==> src/rtl/auto_seq_pkg.sv <==
// Shared definitions for the auto-play sequencer: FSM state encoding, note
// length codes, score word field positions and the tempo clamp.
// Score word layout: {end_flag, len[1:0], note[NOTE_W-1:0]}.
package auto_seq_pkg;

  typedef enum logic [2:0] {
    ST_IDLE   = 3'd0,
    ST_FETCH  = 3'd1,
    ST_SOUND  = 3'd2,
    ST_GAP    = 3'd3,
    ST_PAUSED = 3'd4,
    ST_DONE   = 3'd5
  } state_t;

  // Note length codes
  localparam logic [1:0] LEN_BEAT    = 2'b00;
  localparam logic [1:0] LEN_HALF    = 2'b01;
  localparam logic [1:0] LEN_QUARTER = 2'b10;
  localparam logic [1:0] LEN_DOUBLE  = 2'b11;

  localparam int unsigned LEN_W = 2;

  // Fastest supported tempo; code 11 falls back to this
  localparam logic [1:0] TEMPO_MAX = 2'b10;

  // Score word field positions, expressed against the note width
  function automatic int unsigned word_w(input int unsigned note_w);
    return note_w + LEN_W + 1;
  endfunction

  function automatic int unsigned len_lsb(input int unsigned note_w);
    return note_w;
  endfunction

  function automatic int unsigned end_bit(input int unsigned note_w);
    return note_w + LEN_W;
  endfunction

  function automatic logic [1:0] tempo_clamp(input logic [1:0] t);
    return (t > TEMPO_MAX) ? TEMPO_MAX : t;
  endfunction

  // Note duration in cycles from the beat length and the len code
  function automatic logic [31:0] note_cycles(input logic [31:0] beat,
                                              input logic [1:0]  len);
    logic [31:0] r;
    case (len)
      LEN_HALF:    r = beat >> 1;
      LEN_QUARTER: r = beat >> 2;
      LEN_DOUBLE:  r = beat << 1;
      default:     r = beat;
    endcase
    return r;
  endfunction

endpackage

==> src/rtl/auto_sequencer_song_rom.sv <==
// song_rom: fixed score storage with a registered (synchronous) read.
// Ports:
//   clk  - clock
//   song - song select
//   addr - score address within the song
//   word - score word {end_flag, len, note}, valid one cycle after addr/song
module song_rom
  import auto_seq_pkg::*;
#(
  parameter int unsigned NOTE_W = 5,
  parameter int unsigned SONG_W = 2,
  parameter int unsigned ADDR_W = 6
) (
  input  logic                    clk,
  input  logic [SONG_W-1:0]       song,
  input  logic [ADDR_W-1:0]       addr,
  output logic [NOTE_W+LEN_W:0]   word
);

  localparam int unsigned WORD_W = word_w(NOTE_W);

  logic [WORD_W-1:0] rom_word;

  function automatic logic [WORD_W-1:0] mk(input logic e, input logic [1:0] len,
                                           input int unsigned n);
    return {e, len, NOTE_W'(n)};
  endfunction

  // Score table; unlisted locations read as end words
  always_comb begin
    rom_word = mk(1'b1, LEN_BEAT, 0);
    case (32'(song))
      32'd0: begin
        case (32'(addr))
          32'd0:   rom_word = mk(1'b0, LEN_BEAT, 8);
          32'd1:   rom_word = mk(1'b0, LEN_HALF, 12);
          default: ;
        endcase
      end
      32'd1: begin
        case (32'(addr))
          32'd0:   rom_word = mk(1'b0, LEN_QUARTER, 5);
          32'd1:   rom_word = mk(1'b0, LEN_HALF, 9);
          default: ;
        endcase
      end
      // song 2 is intentionally empty
      32'd3: begin
        case (32'(addr))
          32'd0:   rom_word = mk(1'b0, LEN_DOUBLE, 3);
          32'd1:   rom_word = mk(1'b0, LEN_QUARTER, 0);
          32'd2:   rom_word = mk(1'b0, LEN_QUARTER, 17);
          default: ;
        endcase
      end
      default: ;
    endcase
  end

  always_ff @(posedge clk) begin
    word <= rom_word;
  end

endmodule

==> src/rtl/auto_sequencer.sv <==
// auto_sequencer: plays a stored score on a buzzer, one note per score word,
// with tempo scaling, pause, looping and song selection.
// Optional macro AUTO_SEQ_LED_EN: drive a one-hot key LED for the sounding note.
// Ports:
//   clk, rst          - clock, asynchronous active-high reset
//   enable            - auto-play mode active
//   song_sel          - song select
//   pause             - freeze playback while high
//   loop              - restart the song after its end marker
//   tempo             - beat length divided by 2^tempo (11 behaves as 10)
//   note, note_on     - buzzer note code and sounding flag
//   busy, done        - playing status, end-of-song pulse
//   led               - key indicator LEDs
module auto_sequencer
  import auto_seq_pkg::*;
#(
  parameter int unsigned CLK_FREQ = 100000000,
  parameter int unsigned NOTE_W   = 5,
  parameter int unsigned SONG_W   = 2,
  parameter int unsigned ADDR_W   = 6,
  parameter int unsigned GAP_DEN  = 10
) (
  input  logic              clk,
  input  logic              rst,
  input  logic              enable,
  input  logic [SONG_W-1:0] song_sel,
  input  logic              pause,
  input  logic              loop,
  input  logic [1:0]        tempo,
  output logic [NOTE_W-1:0] note,
  output logic              note_on,
  output logic              busy,
  output logic              done,
  output logic [7:0]        led
);

  localparam int unsigned WORD_W  = word_w(NOTE_W);
  localparam int unsigned LEN_LSB = len_lsb(NOTE_W);
  localparam int unsigned END_BIT = end_bit(NOTE_W);
  localparam int unsigned CNT_W   = $clog2(2 * CLK_FREQ + 1);

  state_t              state_q, state_d, saved_q, saved_d;
  logic [SONG_W-1:0]   song_q, song_d;
  logic [ADDR_W-1:0]   addr_q, addr_d;
  logic [CNT_W-1:0]    cnt_q, cnt_d;
  logic [CNT_W-1:0]    snd_len_q, snd_len_d;
  logic [CNT_W-1:0]    gap_len_q, gap_len_d;
  logic [NOTE_W-1:0]   cur_note_q, cur_note_d;

  logic [WORD_W-1:0]   rom_word;
  logic                w_end;
  logic [1:0]          w_len;
  logic [NOTE_W-1:0]   w_note;
  logic [31:0]         beat_cyc, dur_cyc, gap_cyc, snd_cyc;
  logic                song_chg, run_state;

  logic [NOTE_W-1:0]   note_nx;
  logic                note_on_nx, busy_nx, done_nx;

  // ROM is addressed with next-cycle values so the word is ready in FETCH
  song_rom #(
    .NOTE_W (NOTE_W),
    .SONG_W (SONG_W),
    .ADDR_W (ADDR_W)
  ) u_rom (
    .clk  (clk),
    .song (song_d),
    .addr (addr_d),
    .word (rom_word)
  );

  assign w_end  = rom_word[END_BIT];
  assign w_len  = rom_word[LEN_LSB +: LEN_W];
  assign w_note = rom_word[NOTE_W-1:0];

  // Note timing, sampled only in FETCH so tempo changes wait for the next note
  assign beat_cyc = 32'(CLK_FREQ) >> tempo_clamp(tempo);
  assign dur_cyc  = note_cycles(beat_cyc, w_len);
  assign gap_cyc  = dur_cyc / 32'(GAP_DEN);
  assign snd_cyc  = (dur_cyc == gap_cyc) ? 32'd1 : dur_cyc - gap_cyc;

  assign song_chg  = (song_sel != song_q);
  assign run_state = (state_q == ST_FETCH) || (state_q == ST_SOUND) ||
                     (state_q == ST_GAP)   || (state_q == ST_PAUSED);

  // State register
  always_ff @(posedge clk or posedge rst) begin
    if (rst) begin
      state_q    <= ST_IDLE;
      saved_q    <= ST_IDLE;
      song_q     <= '0;
      addr_q     <= '0;
      cnt_q      <= '0;
      snd_len_q  <= '0;
      gap_len_q  <= '0;
      cur_note_q <= '0;
      note       <= '0;
      note_on    <= 1'b0;
      busy       <= 1'b0;
      done       <= 1'b0;
    end else begin
      state_q    <= state_d;
      saved_q    <= saved_d;
      song_q     <= song_d;
      addr_q     <= addr_d;
      cnt_q      <= cnt_d;
      snd_len_q  <= snd_len_d;
      gap_len_q  <= gap_len_d;
      cur_note_q <= cur_note_d;
      note       <= note_nx;
      note_on    <= note_on_nx;
      busy       <= busy_nx;
      done       <= done_nx;
    end
  end

  // Next-state logic
  always_comb begin
    state_d    = state_q;
    saved_d    = saved_q;
    song_d     = song_q;
    addr_d     = addr_q;
    cnt_d      = cnt_q;
    snd_len_d  = snd_len_q;
    gap_len_d  = gap_len_q;
    cur_note_d = cur_note_q;

    case (state_q)
      ST_IDLE: begin
        if (enable) begin
          song_d  = song_sel;
          addr_d  = '0;
          cnt_d   = '0;
          state_d = ST_FETCH;
        end
      end
      ST_FETCH: begin
        if (pause) begin
          saved_d = ST_FETCH;
          state_d = ST_PAUSED;
        end else if (w_end) begin
          // empty song never loops
          if (addr_q == '0 || !loop) begin
            state_d = ST_DONE;
          end else begin
            addr_d  = '0;
            state_d = ST_FETCH;
          end
        end else begin
          cur_note_d = w_note;
          snd_len_d  = CNT_W'(snd_cyc);
          gap_len_d  = CNT_W'(gap_cyc);
          cnt_d      = '0;
          state_d    = ST_SOUND;
        end
      end
      ST_SOUND: begin
        if (cnt_q == snd_len_q - CNT_W'(1)) begin
          cnt_d = '0;
          if (gap_len_q == '0) begin
            addr_d  = addr_q + ADDR_W'(1);
            state_d = ST_FETCH;
          end else begin
            state_d = ST_GAP;
          end
        end else begin
          cnt_d = cnt_q + CNT_W'(1);
        end
      end
      ST_GAP: begin
        if (cnt_q == gap_len_q - CNT_W'(1)) begin
          cnt_d   = '0;
          addr_d  = addr_q + ADDR_W'(1);
          state_d = ST_FETCH;
        end else begin
          cnt_d = cnt_q + CNT_W'(1);
        end
      end
      ST_PAUSED: begin
        if (!pause) state_d = saved_q;
      end
      ST_DONE: begin
        if (song_chg) begin
          song_d  = song_sel;
          addr_d  = '0;
          cnt_d   = '0;
          state_d = ST_FETCH;
        end
      end
      default: state_d = ST_IDLE;
    endcase

    // The cycle in which pause is seen still counts toward the note
    if ((state_q == ST_SOUND || state_q == ST_GAP) && pause) begin
      saved_d = state_d;
      state_d = ST_PAUSED;
    end

    // New song while playing restarts from the top of that song
    if (run_state && song_chg) begin
      song_d = song_sel;
      addr_d = '0;
      cnt_d  = '0;
      if (pause) begin
        saved_d = ST_FETCH;
        state_d = ST_PAUSED;
      end else begin
        state_d = ST_FETCH;
      end
    end

    if (!enable) state_d = ST_IDLE;
  end

  // Output decode from the next state, registered alongside it
  always_comb begin
    note_nx    = '0;
    note_on_nx = 1'b0;
    busy_nx    = 1'b0;
    done_nx    = 1'b0;
    if (state_d == ST_SOUND) begin
      note_nx    = cur_note_d;
      note_on_nx = (cur_note_d != '0);
    end
    busy_nx = (state_d != ST_IDLE) && (state_d != ST_DONE);
    done_nx = (state_d == ST_DONE) && (state_q != ST_DONE);
  end

`ifdef AUTO_SEQ_LED_EN
  logic [2:0] led_idx;
  logic [7:0] led_nx;

  // Key LED: one-hot of (note-1) mod 8 while a real note sounds
  always_comb begin
    led_idx = 3'(cur_note_d - NOTE_W'(1));
    led_nx  = 8'd0;
    if (state_d == ST_SOUND && cur_note_d != '0) led_nx = 8'd1 << led_idx;
  end

  always_ff @(posedge clk or posedge rst) begin
    if (rst) led <= 8'd0;
    else     led <= led_nx;
  end
`else
  assign led = 8'd0;
`endif

endmodule

==> config.mk <==
export PLATFORM = sky130hd
export DESIGN_NAME = auto_sequencer
export DESIGN_NICKNAME = d
export VERILOG_FILES = /design/src/rtl/auto_seq_pkg.sv /design/src/rtl/auto_sequencer_song_rom.sv /design/src/rtl/auto_sequencer.sv
export SDC_FILE = /design/constraint.sdc
export NUM_CORES = 1
export LEC_CHECK = 0
export ABC_AREA = 1
export CORE_MARGIN = 2
export CORE_UTILIZATION = 58
export DETAILED_ROUTE_END_ITERATION = 10
export PLACE_DENSITY_LB_ADDON = 0.25
export SLEW_MARGIN = 20
export SYNTH_ARGS = -nofsm -noshare
export SYNTH_HDL_FRONTEND = slang
export SYNTH_SLANG_ARGS = --single-unit
==> constraint.sdc <==
create_clock -name clk -period 3.9 [get_ports clk]
set_clock_uncertainty 0.15 [all_clocks]
set_input_delay 0.78 -clock clk [delete_from_list [all_inputs] [get_ports clk]]
set_output_delay 0.78 -clock clk [all_outputs]
set_load 0.05 [all_outputs]
==> results of run 1 <==
## where the power goes
group	leakage (uW)	internal, uW	switching (uW)
Clock	0.000287	957	635
Sequential	0.00148	1560	452
Combinational	0.00434	3080	4200
## cell usage after synthesis, types with 4 or more instances
library cell,count
nand2_1,415
inv_1,212
nor2_1,207
nand3_1,117
dfrtp_1,108
o21ai_0,74
xor2_1,49
nand4_1,37
a21oi_1,35
o22ai_1,31
ha_1,29
xnor2_1,22
nor3_1,16
clkbuf_1,15
nor2_2,15
nor2_4,12
o21ai_1,11
nand2_2,10
buf_4,8
dfxtp_1,8
nand3b_1,8
inv_2,6
nor4_1,6
o211ai_1,6
or2_2,6
o2111ai_1,4
o21a_1,4
## state kept, by name, summed over array words and instances (netlist names), 2 cells and up, named ones only
register / flops
note: 5
u_rom.word: 8
cur_note_q: 5
song_q: 2
snd_len_q: 28
gap_len_q: 25
state_q: 3
cnt_q: 28
addr_q: 6
## path summary, 6_finish.rpt
path | to | from
max | snd_len_q[25]$_DFFE_PP0P_ | tempo[0]
min | snd_len_q[27]$_DFFE_PP0P_ | snd_len_q[27]$_DFFE_PP0P_
max reg2reg | u_rom.word[3]$_SDFF_PN0_ | snd_len_q[0]$_DFFE_PP0P_
min reg2reg | snd_len_q[27]$_DFFE_PP0P_ | snd_len_q[27]$_DFFE_PP0P_
max in group asynchronous | cnt_q[3]$_DFFE_PP0P_ | rst
min in group asynchronous | note[1]$_DFF_PP0_ | rst
## layout make-up
class                           instances  area [um2]
Clock buffer                           17         425
Inverter                              219         827
Clock inverter                         15         174
Sequential cell                       116        2860
Fill cell                            1432        4590
Tap cell                              220         275
Timing Repair Buffer                  146        1170
Multi-Input combinational cell       1168        6260
## worst min-delay path, cell delays in order, from the launching register on
cell	delay [ns]
dfrtp_1	0.35
nand2_1	0.05
o21ai_0	0.06
## cell usage in the layout (no fill, tap or decap), types with 14 or more instances in the layout
| cell type | count |
|---|---|
| xnor2_1 | 22 |
| dfrtp_1 | 108 |
| nor2_1 | 201 |
| nand2_1 | 404 |
| xor2_1 | 48 |
| o21ai_0 | 70 |
| nand3_1 | 115 |
| nand4_1 | 37 |
| inv_1 | 205 |
| clkdlybuf4s50_1 | 14 |
| a21oi_1 | 29 |
| o22ai_1 | 31 |
| clkbuf_16 | 17 |
| nor2_4 | 15 |
| buf_4 | 127 |
| ha_1 | 25 |
| nor3_1 | 16 |
| nand2_2 | 19 |
| nor2_2 | 18 |
## cell families after synthesis
family                     after synthesis  synth area share [%]
buffers and inverters                  247                  9.84
other                                    2                0.0763
AOI/OAI and AO/OA                      183                  10.6
adders and majority gates               29                  3.69
xor gates and xnor gates                75                  7.12
DFF                                    116                  29.1
and+or+nand+nor                        868                  39.3
muxes                                    2                 0.229
## per-stage QoR
stage	worst slack, ns	power [uW]	hold WS, ns
2_1_floorplan	0.0112	6040	0.322
3_3_place_gp	-0.620	8580	0.338
3_5_place_dp	-0.713	8690	0.341
4_1_cts	0.00213	10500	0.351
5_1_grt	-0.0541	11800	0.363
6_report	0.244	10900	0.349
## layer usage
metal,vias up,GRT usage [%],wire (um)
li1,5193,-,-
met1,4811,45.5,13200
met2,411,52.7,13500
met3,77,4.76,2150
met4,0,13.7,907
met5,-,0,0
## repair_timing
action / in CTS / in global routing
gates resized for setup: 20 / 37
hold buffers: 0 / 0
setup buffers: 3 / 6
setup endpoints to repair: 15 / 20
pin swaps: 13 / 16
gates cloned: 0 / 0
==> metrics.md, run 1 <==
| Metric | Value |
|---|---|
| Status | `complete, no violations` |
| CP max stage cell | `clkdlybuf4s15_1` |
| Largest stage delay on the critical path | `0.27 ns` |
| Fin crit share | `a little over nine tenths` |
| Tightest Pin Transition | `0.651 ns` |
| Ports | `25` |
| Num rows | `47` |
| DRC viols | `0` |
| TritonCTS Sinks | `116` |
| Ys Warns | `0` |
| Full die area | `between 15000 and 20000 um2` |
| Async S/R FF share, synth | `between 90% and 100%` |
| # port buffers | `16` |
| Top FF cell, synth | `dfrtp_1` |
| Core area | `approximately 17000 um2` |
| Final instance area | `12000 um2` |
| Vias in the first global route | `9500` |
| H-tree levels | `4` |
| Seq/Total Area, Yosys | `29.1%` |
| TritonCTS clock tree | `yes` |
| Area leader, netlist | `dfrtp_1` |
| Post-synth EDFFs | `0` |
| Cell leakage power | `0.00610 uW` |
| Synth unique cells | `55` |
| Fmax | `274 MHz` |
| Routed length per placed instance | `15.7 um` |
| Worst r2r path cells | `20` |
| VDD IR max | `a little under 0.7 mV` |
| Critical Path Start Type | `primary input` |
| Global-route usage over all layers | `33.1%` |
| Critical path arrival | `3.82 ns` |
| Antenna violations before repair | `0` |
| Worst-case clock buffer depth | `2` |
| Max Slew Vio Count | `0` |
| Synth Instances | `1522` |
| Power Density | `between 900 and 1000 nW/um2` |
| FF+latch count, synth | `116` |
| Cell mode on critical path | `nand2_1` |
| Grt ovf | `0` |
| Post-Syn Area per Cell | `6.46 um2` |
| Largest net degree at the start of global routing | `69` |
| Initial core utilization | `about three fifths` |
| Final setup vio count | `0` |
| Layout Nets | `around 1700` |
| Die W | `134 um` |
| Crit Path Max Fanout | `4` |
| CP bufs+invs | `5` |
| Area post-placement | `11100 um2` |
| Min Tclk post-route | `3.66 ns` |
| Global-route wire length before repair | `about 47000 um` |
| Worst min path class | `reg2reg` |
| Num CTS Buffers | `17` |
| Crit end category | `flop` |
| Drt pass-1 iters | `8` |
| Worst hold stages | `2` |
| N_diodes | `0` |
| Drt total wl | `29800 um` |
| Placer Congestion | `1.02` |
| Worst path depth | `26` |
| Worst-skew pair later-pin latency | `0.43 ns` |
| Setup tns final | `0 ns` |
| Top delay family on crit path | `compound AO/OA/AOI/OAI gates` |
| Synth Cell Area | `between 9000 and 10000 um2` |
| DP Wirelength | `23000 um` |
| Fin. Hold Viols | `0` |
| Worst reg-to-reg setup slack | `0.31 ns` |
| WP data required | `4.06 ns` |
| Root Driver | `clkbuf_16` |
| Post-synth top area share | `27.5%` |
| # placed instances | `1860` |
| Worst slew margin | `56.4%` |
| Die Y | `134 um` |
| Via count | `about 10000` |
| Clock Pin Slew Worst Setup and Hold Paths | `0.06 ns` |
| Share of layout cells above drive strength 1 | `between 15 and 20%` |
| Synth-to-layout area growth | `21.9%` |
| Critical path type | `in2reg` |
| Final Instance Count excl. Fillers | `1901` |
| Top post-synthesis cells by area | `dfrtp_1, nand2_1, inv_1, nor2_1, nand3_1` |
| Number of nets with antenna violations after routing | `0` |
| Iteration-0 DRC Markers | `1057` |
| Final core occ | `72.3%` |
| Max-cap violations | `0` |
| Vias per cell | `5.52` |
(Power assumes the default switching activity.)
==> inputs of run 2 (changes only) <==
--- a/config.mk
+++ b/config.mk
@@ -5,9 +5,8 @@
 export SDC_FILE = /design/constraint.sdc
 export NUM_CORES = 1
 export LEC_CHECK = 0
-export ABC_AREA = 1
 export CORE_MARGIN = 2
-export CORE_UTILIZATION = 58
+export CORE_UTILIZATION = 57
 export DETAILED_ROUTE_END_ITERATION = 10
 export PLACE_DENSITY_LB_ADDON = 0.25
 export SLEW_MARGIN = 20
==> run 2 against run 1 <==
Against the previous run: critical path depth down 15; critical path type is now reg2reg; core utilization is 6.8 points higher; sequential power down 5%; the flow now finishes with violations (setup timing); synthesized cell count down 23%; global-route usage up 2.0 points; first-iteration DRC count increased by 2.4%; area after synthesis decreased by 5.6%; critical endpoint is now u_rom.word[5]$_SDFF_PN0_; largest power group unchanged.
==> metrics.md, run 2 <==
| Metric | Value |
|---|---|
| Largest stage delay on the critical path | `0.55 ns (+0.28 ns)` |
| Failing checks | `setup timing` |
| Global-route usage over all layers | `35.2% (+2.0 points)` |
| Worst-skew pair later-pin latency | `0.43 ns (about the same)` |
| Commonest cells after routing, fill and taps aside | `buf_4, nand2_1, dfrtp_1` |
| VDD IR max | `0.763 mV (+11%)` |
| Seq/Total Area, Yosys | `30.8% (+1.7 points)` |
| Flop pwr share | `18.2% (-0.3 points)` |
| Global routing usage on met1 | `46.6% (+1.1 points)` |
| Post-synth top area share | `29.1% (+1.6 points)` |
| Largest net degree at the start of global routing | `109 (+58%)` |
| Worst-case clock buffer depth | `2 (unchanged)` |
| Cell leakage power | `0.00555 uW (-9.0%)` |
| WP data required | `4.07 ns (about the same)` |
| DP Worst Slack | `-0.776 ns (-0.0623 ns)` |
| Drt total wl | `31700 um (+6.4%)` |
| Vias in the first global route | `9639 (+1.5%)` |
| Comb pwr share | `67.1% (+0.2 points)` |
| Number of nets with antenna violations after routing | `0 (unchanged)` |
| Worst min path class | `reg2reg` |
| Grt ovf | `0 (unchanged)` |
| Ys Warns | `0 (unchanged)` |
| Fmax | `243 MHz (-11%)` |
| Critical path arrival | `4.30 ns (+0.48 ns)` |
| Internal | `5700 uW (+1.9%)` |
| Ports | `25 (unchanged)` |
| Area leader, netlist | `dfrtp_1` |
| Layout Nets | `1428 (-16%)` |
| Synth unique cells | `74 (+35%)` |
| WHS Endpoint | `cur_note_q[4]$_DFF_PP0_` |
| Top post-synthesis cells by area | `dfrtp_1, xnor2_1, o21ai_0, nand2_1, ha_1` |
| Placer Congestion | `0.981 (-3.4%)` |
| Global-route wire length before repair | `48800 um (+4.0%)` |
| DP Wirelength | `22000 um (-4.1%)` |
| N_diodes | `0 (unchanged)` |
| Core area | `15900 um2 (-4.2%)` |
| Die Y | `132 um (-2.0%)` |
| Hold wc startpoint | `u_rom.word[4]$_SDFF_PN0_` |
| Clock Pin Slew Worst Setup and Hold Paths | `0.07 ns (about the same)` |
| Net switching power figure | `4880 uW (-7.7%)` |
| Post-synth EDFFs | `0 (unchanged)` |
| Initial core utilization | `58.4% (-0.89 points)` |
| Post-synthesis xor/xnor area fraction | `9.02% (+1.9 points)` |
| Status | `complete, but fails checks` |
| CP max stage cell | `or4_4` |
| RSZ-0062 raised after global routing | `true` |
| Multiplexer area fraction after synthesis | `2.18% (+2.0 points)` |
| Top FF cell, synth | `dfrtp_1` |
| Drt pass-1 iters | `7 (-1)` |
| Root Driver | `clkbuf_16` |
| Worst reg-to-reg setup slack | `-0.22 ns (-0.53 ns)` |
| Cell mode on critical path | `or4_4` |
| Final core occ | `79.1% (+6.8 points)` |
| Worst slew margin | `55.9% (-0.57 points)` |
| Worst r2r path cells | `11 (-45%)` |
| Post-synth top cells | `nand2_1, dfrtp_1, nor2_1` |
| Max Slew Vio Count | `0 (unchanged)` |
| Full die area | `17300 um2 (-3.9%)` |
| Most common cell in the netlist | `nand2_1` |
| DRC viols | `0 (unchanged)` |
| Vias per cell | `6.27 (+14%)` |
| TritonCTS clock tree | `yes` |
| # hold bufs at CTS | `0 (unchanged)` |
| GR peak layer | `met2` |
| Num rows | `46 (-2.1%)` |
| Switch share | `46.1% (-2.5 points)` |
| # port buffers | `16 (unchanged)` |
| Crit path from | `snd_len_q[9]$_DFFE_PP0P_` |
| Min Tclk post-route | `4.12 ns (+0.467 ns)` |
| Synth Instances | `1174 (-23%)` |
| Fin. Hold Viols | `0 (unchanged)` |
| Worst hold stages | `2 (unchanged)` |
| Async S/R FF share, synth | `93.1% (unchanged)` |
| Critical Path Start Type | `flop` |
| Worst r2r src | `snd_len_q[9]$_DFFE_PP0P_` |
| Iteration-0 DRC Markers | `1082 (+2.4%)` |
| Post-Syn Area per Cell | `7.91 um2 (+22%)` |
| Num CTS Buffers | `17 (unchanged)` |
| Clk network pwr share | `14.8% (+0.2 points)` |
| TritonCTS Sinks | `116 (unchanged)` |
| Synth Cell Area | `9280 um2 (-5.6%)` |
| Final Instance Count excl. Fillers | `1619 (-15%)` |
| Main combinational cell family by area after synthesis | `simple AND/OR/NAND/NOR gates` |
| Crit Reg-Reg Endpoint | `u_rom.word[5]$_SDFF_PN0_` |
| Crit end category | `flop` |
| Simple-Gate Fraction of Synth Area | `26.1% (-13 points)` |
| Share of layout cells above drive strength 1 | `28.2% (+12 points)` |
| Crit Path Max Fanout | `4 (unchanged)` |
| Critical path cell sequence | `or4_4 -> or4_4 -> or4_4 -> and2_4 -> a2111o_1 -> nor4_2 -> buf_4 -> and3_1 -> o211ai_1 -> and2_4 -> a32o_2` |
| Leading cell type in the layout, fill and taps excluded | `buf_4` |
| # placed instances | `1557 (-16%)` |
| Fin crit share | `106% (+12 points)` |
| Antenna violations before repair | `0 (unchanged)` |
| Compound-cell area share of the yosys netlist | `21.8% (+11 points)` |
| Setup WS post-layout | `-0.222 ns (-0.467 ns)` |
| Regs by FF count | `cnt_q x28, snd_len_q x28, gap_len_q x25` |
| Critical path type | `reg2reg` |
| Power Density | `843 nW/um2 (-7.2%)` |
| Setup tns final | `-2.71 ns (-2.71 ns)` |
| Post-synthesis adder-cell area fraction | `3.91% (+0.22 points)` |
| Tightest Pin Transition | `0.662 ns (+0.0109 ns)` |
| H-tree levels | `4 (unchanged)` |
| Max-cap violations | `0 (unchanged)` |
| Via count | `10156 (-3.2%)` |
| FF+latch count, synth | `116 (unchanged)` |
| Final setup vio count | `26 (+26)` |
| Met3 usage | `7.60% (+2.8 points)` |
| Die W | `132 um (-2.0%)` |
| Met2 Resource Use GR | `55.1% (+2.4 points)` |
| Synth-to-layout area growth | `35.4%` |
| Routed length per placed instance | `19.5 um (+25%)` |
| Hold Slack | `0.345 ns (-0.00467 ns)` |
-- run 2: repair_timing --
item                                    4_1_cts  5_1_grt
resized for setup                            49       68
pin swaps                                    33       46
hold endpoints to repair                      0        0
endpoints found under the setup margin       61       62
buffers inserted                             11       18
cloned                                        2        0
-- run 2: final cells by class --
type | count | area (um2)
Sequential cell | 116 | 2860
Fill cell | 1090 | 3320
Clock buffer | 17 | 425
Tap cell | 216 | 270
Inverter | 53 | 201
Clock inverter | 15 | 155
Timing Repair Buffer | 269 | 2150
Multi-Input combinational cell | 933 | 6500
-- run 2: kinds of logic after synthesis --
kind of cell / after synthesis
multiplexers: 20
flip-flops: 116
XOR/XNOR: 94
adder cells (fa/ha/maj): 29
AO/OA/AOI/OAI: 311
AND/OR/NAND/NOR: 468
other: 2
buffers and inverters: 134
-- run 2: per-stage QoR --
stage | total power, uW | area [um2]
final | 10600 | 12600
after CTS | 9950 | 12100
after detailed placement | 8120 | 11200
after global placement | 8010 | 11200
after floorplan | 5570 | 9480
after global routing | 11200 | 12600
-- run 2: power by group through the flow --
stage,combinational [uW],clock (uW),sequential [uW]
4_1_cts,6510,1560,1880
6_report,7100,1560,1920
5_1_grt,7660,1630,1960
3_5_place_dp,6220,0,1890
3_3_place_gp,6130,0,1880
2_1_floorplan,3730,0,1840
-- run 2: per-layer routing --
metal	vias to the layer above	part of all wire (%)
li1	4681	-
met4	0	4.3
met5	-	0
met1	4822	41
met2	524	46
met3	129	8.4
-- run 2: worst max path at each step --
stage | endpoint | depth (start not counted)
global placement | snd_len_q[25]$_DFFE_PP0P_ | 21
detailed placement | snd_len_q[25]$_DFFE_PP0P_ | 22
finish | u_rom.word[5]$_SDFF_PN0_ | 11
floorplan | snd_len_q[26]$_DFFE_PP0P_ | 18
global route | u_rom.word[7]$_SDFF_PN1_ | 11
CTS | u_rom.word[5]$_SDFF_PN0_ | 12
-- run 2: worst max-delay path: cells and delay by family (launching register included) --
kind | cells | cell delay (ns)
flops | 1 | 0.39
buf+inv | 1 | 0.19
simple gates | 7 | 2.43
compound gates | 3 | 0.88
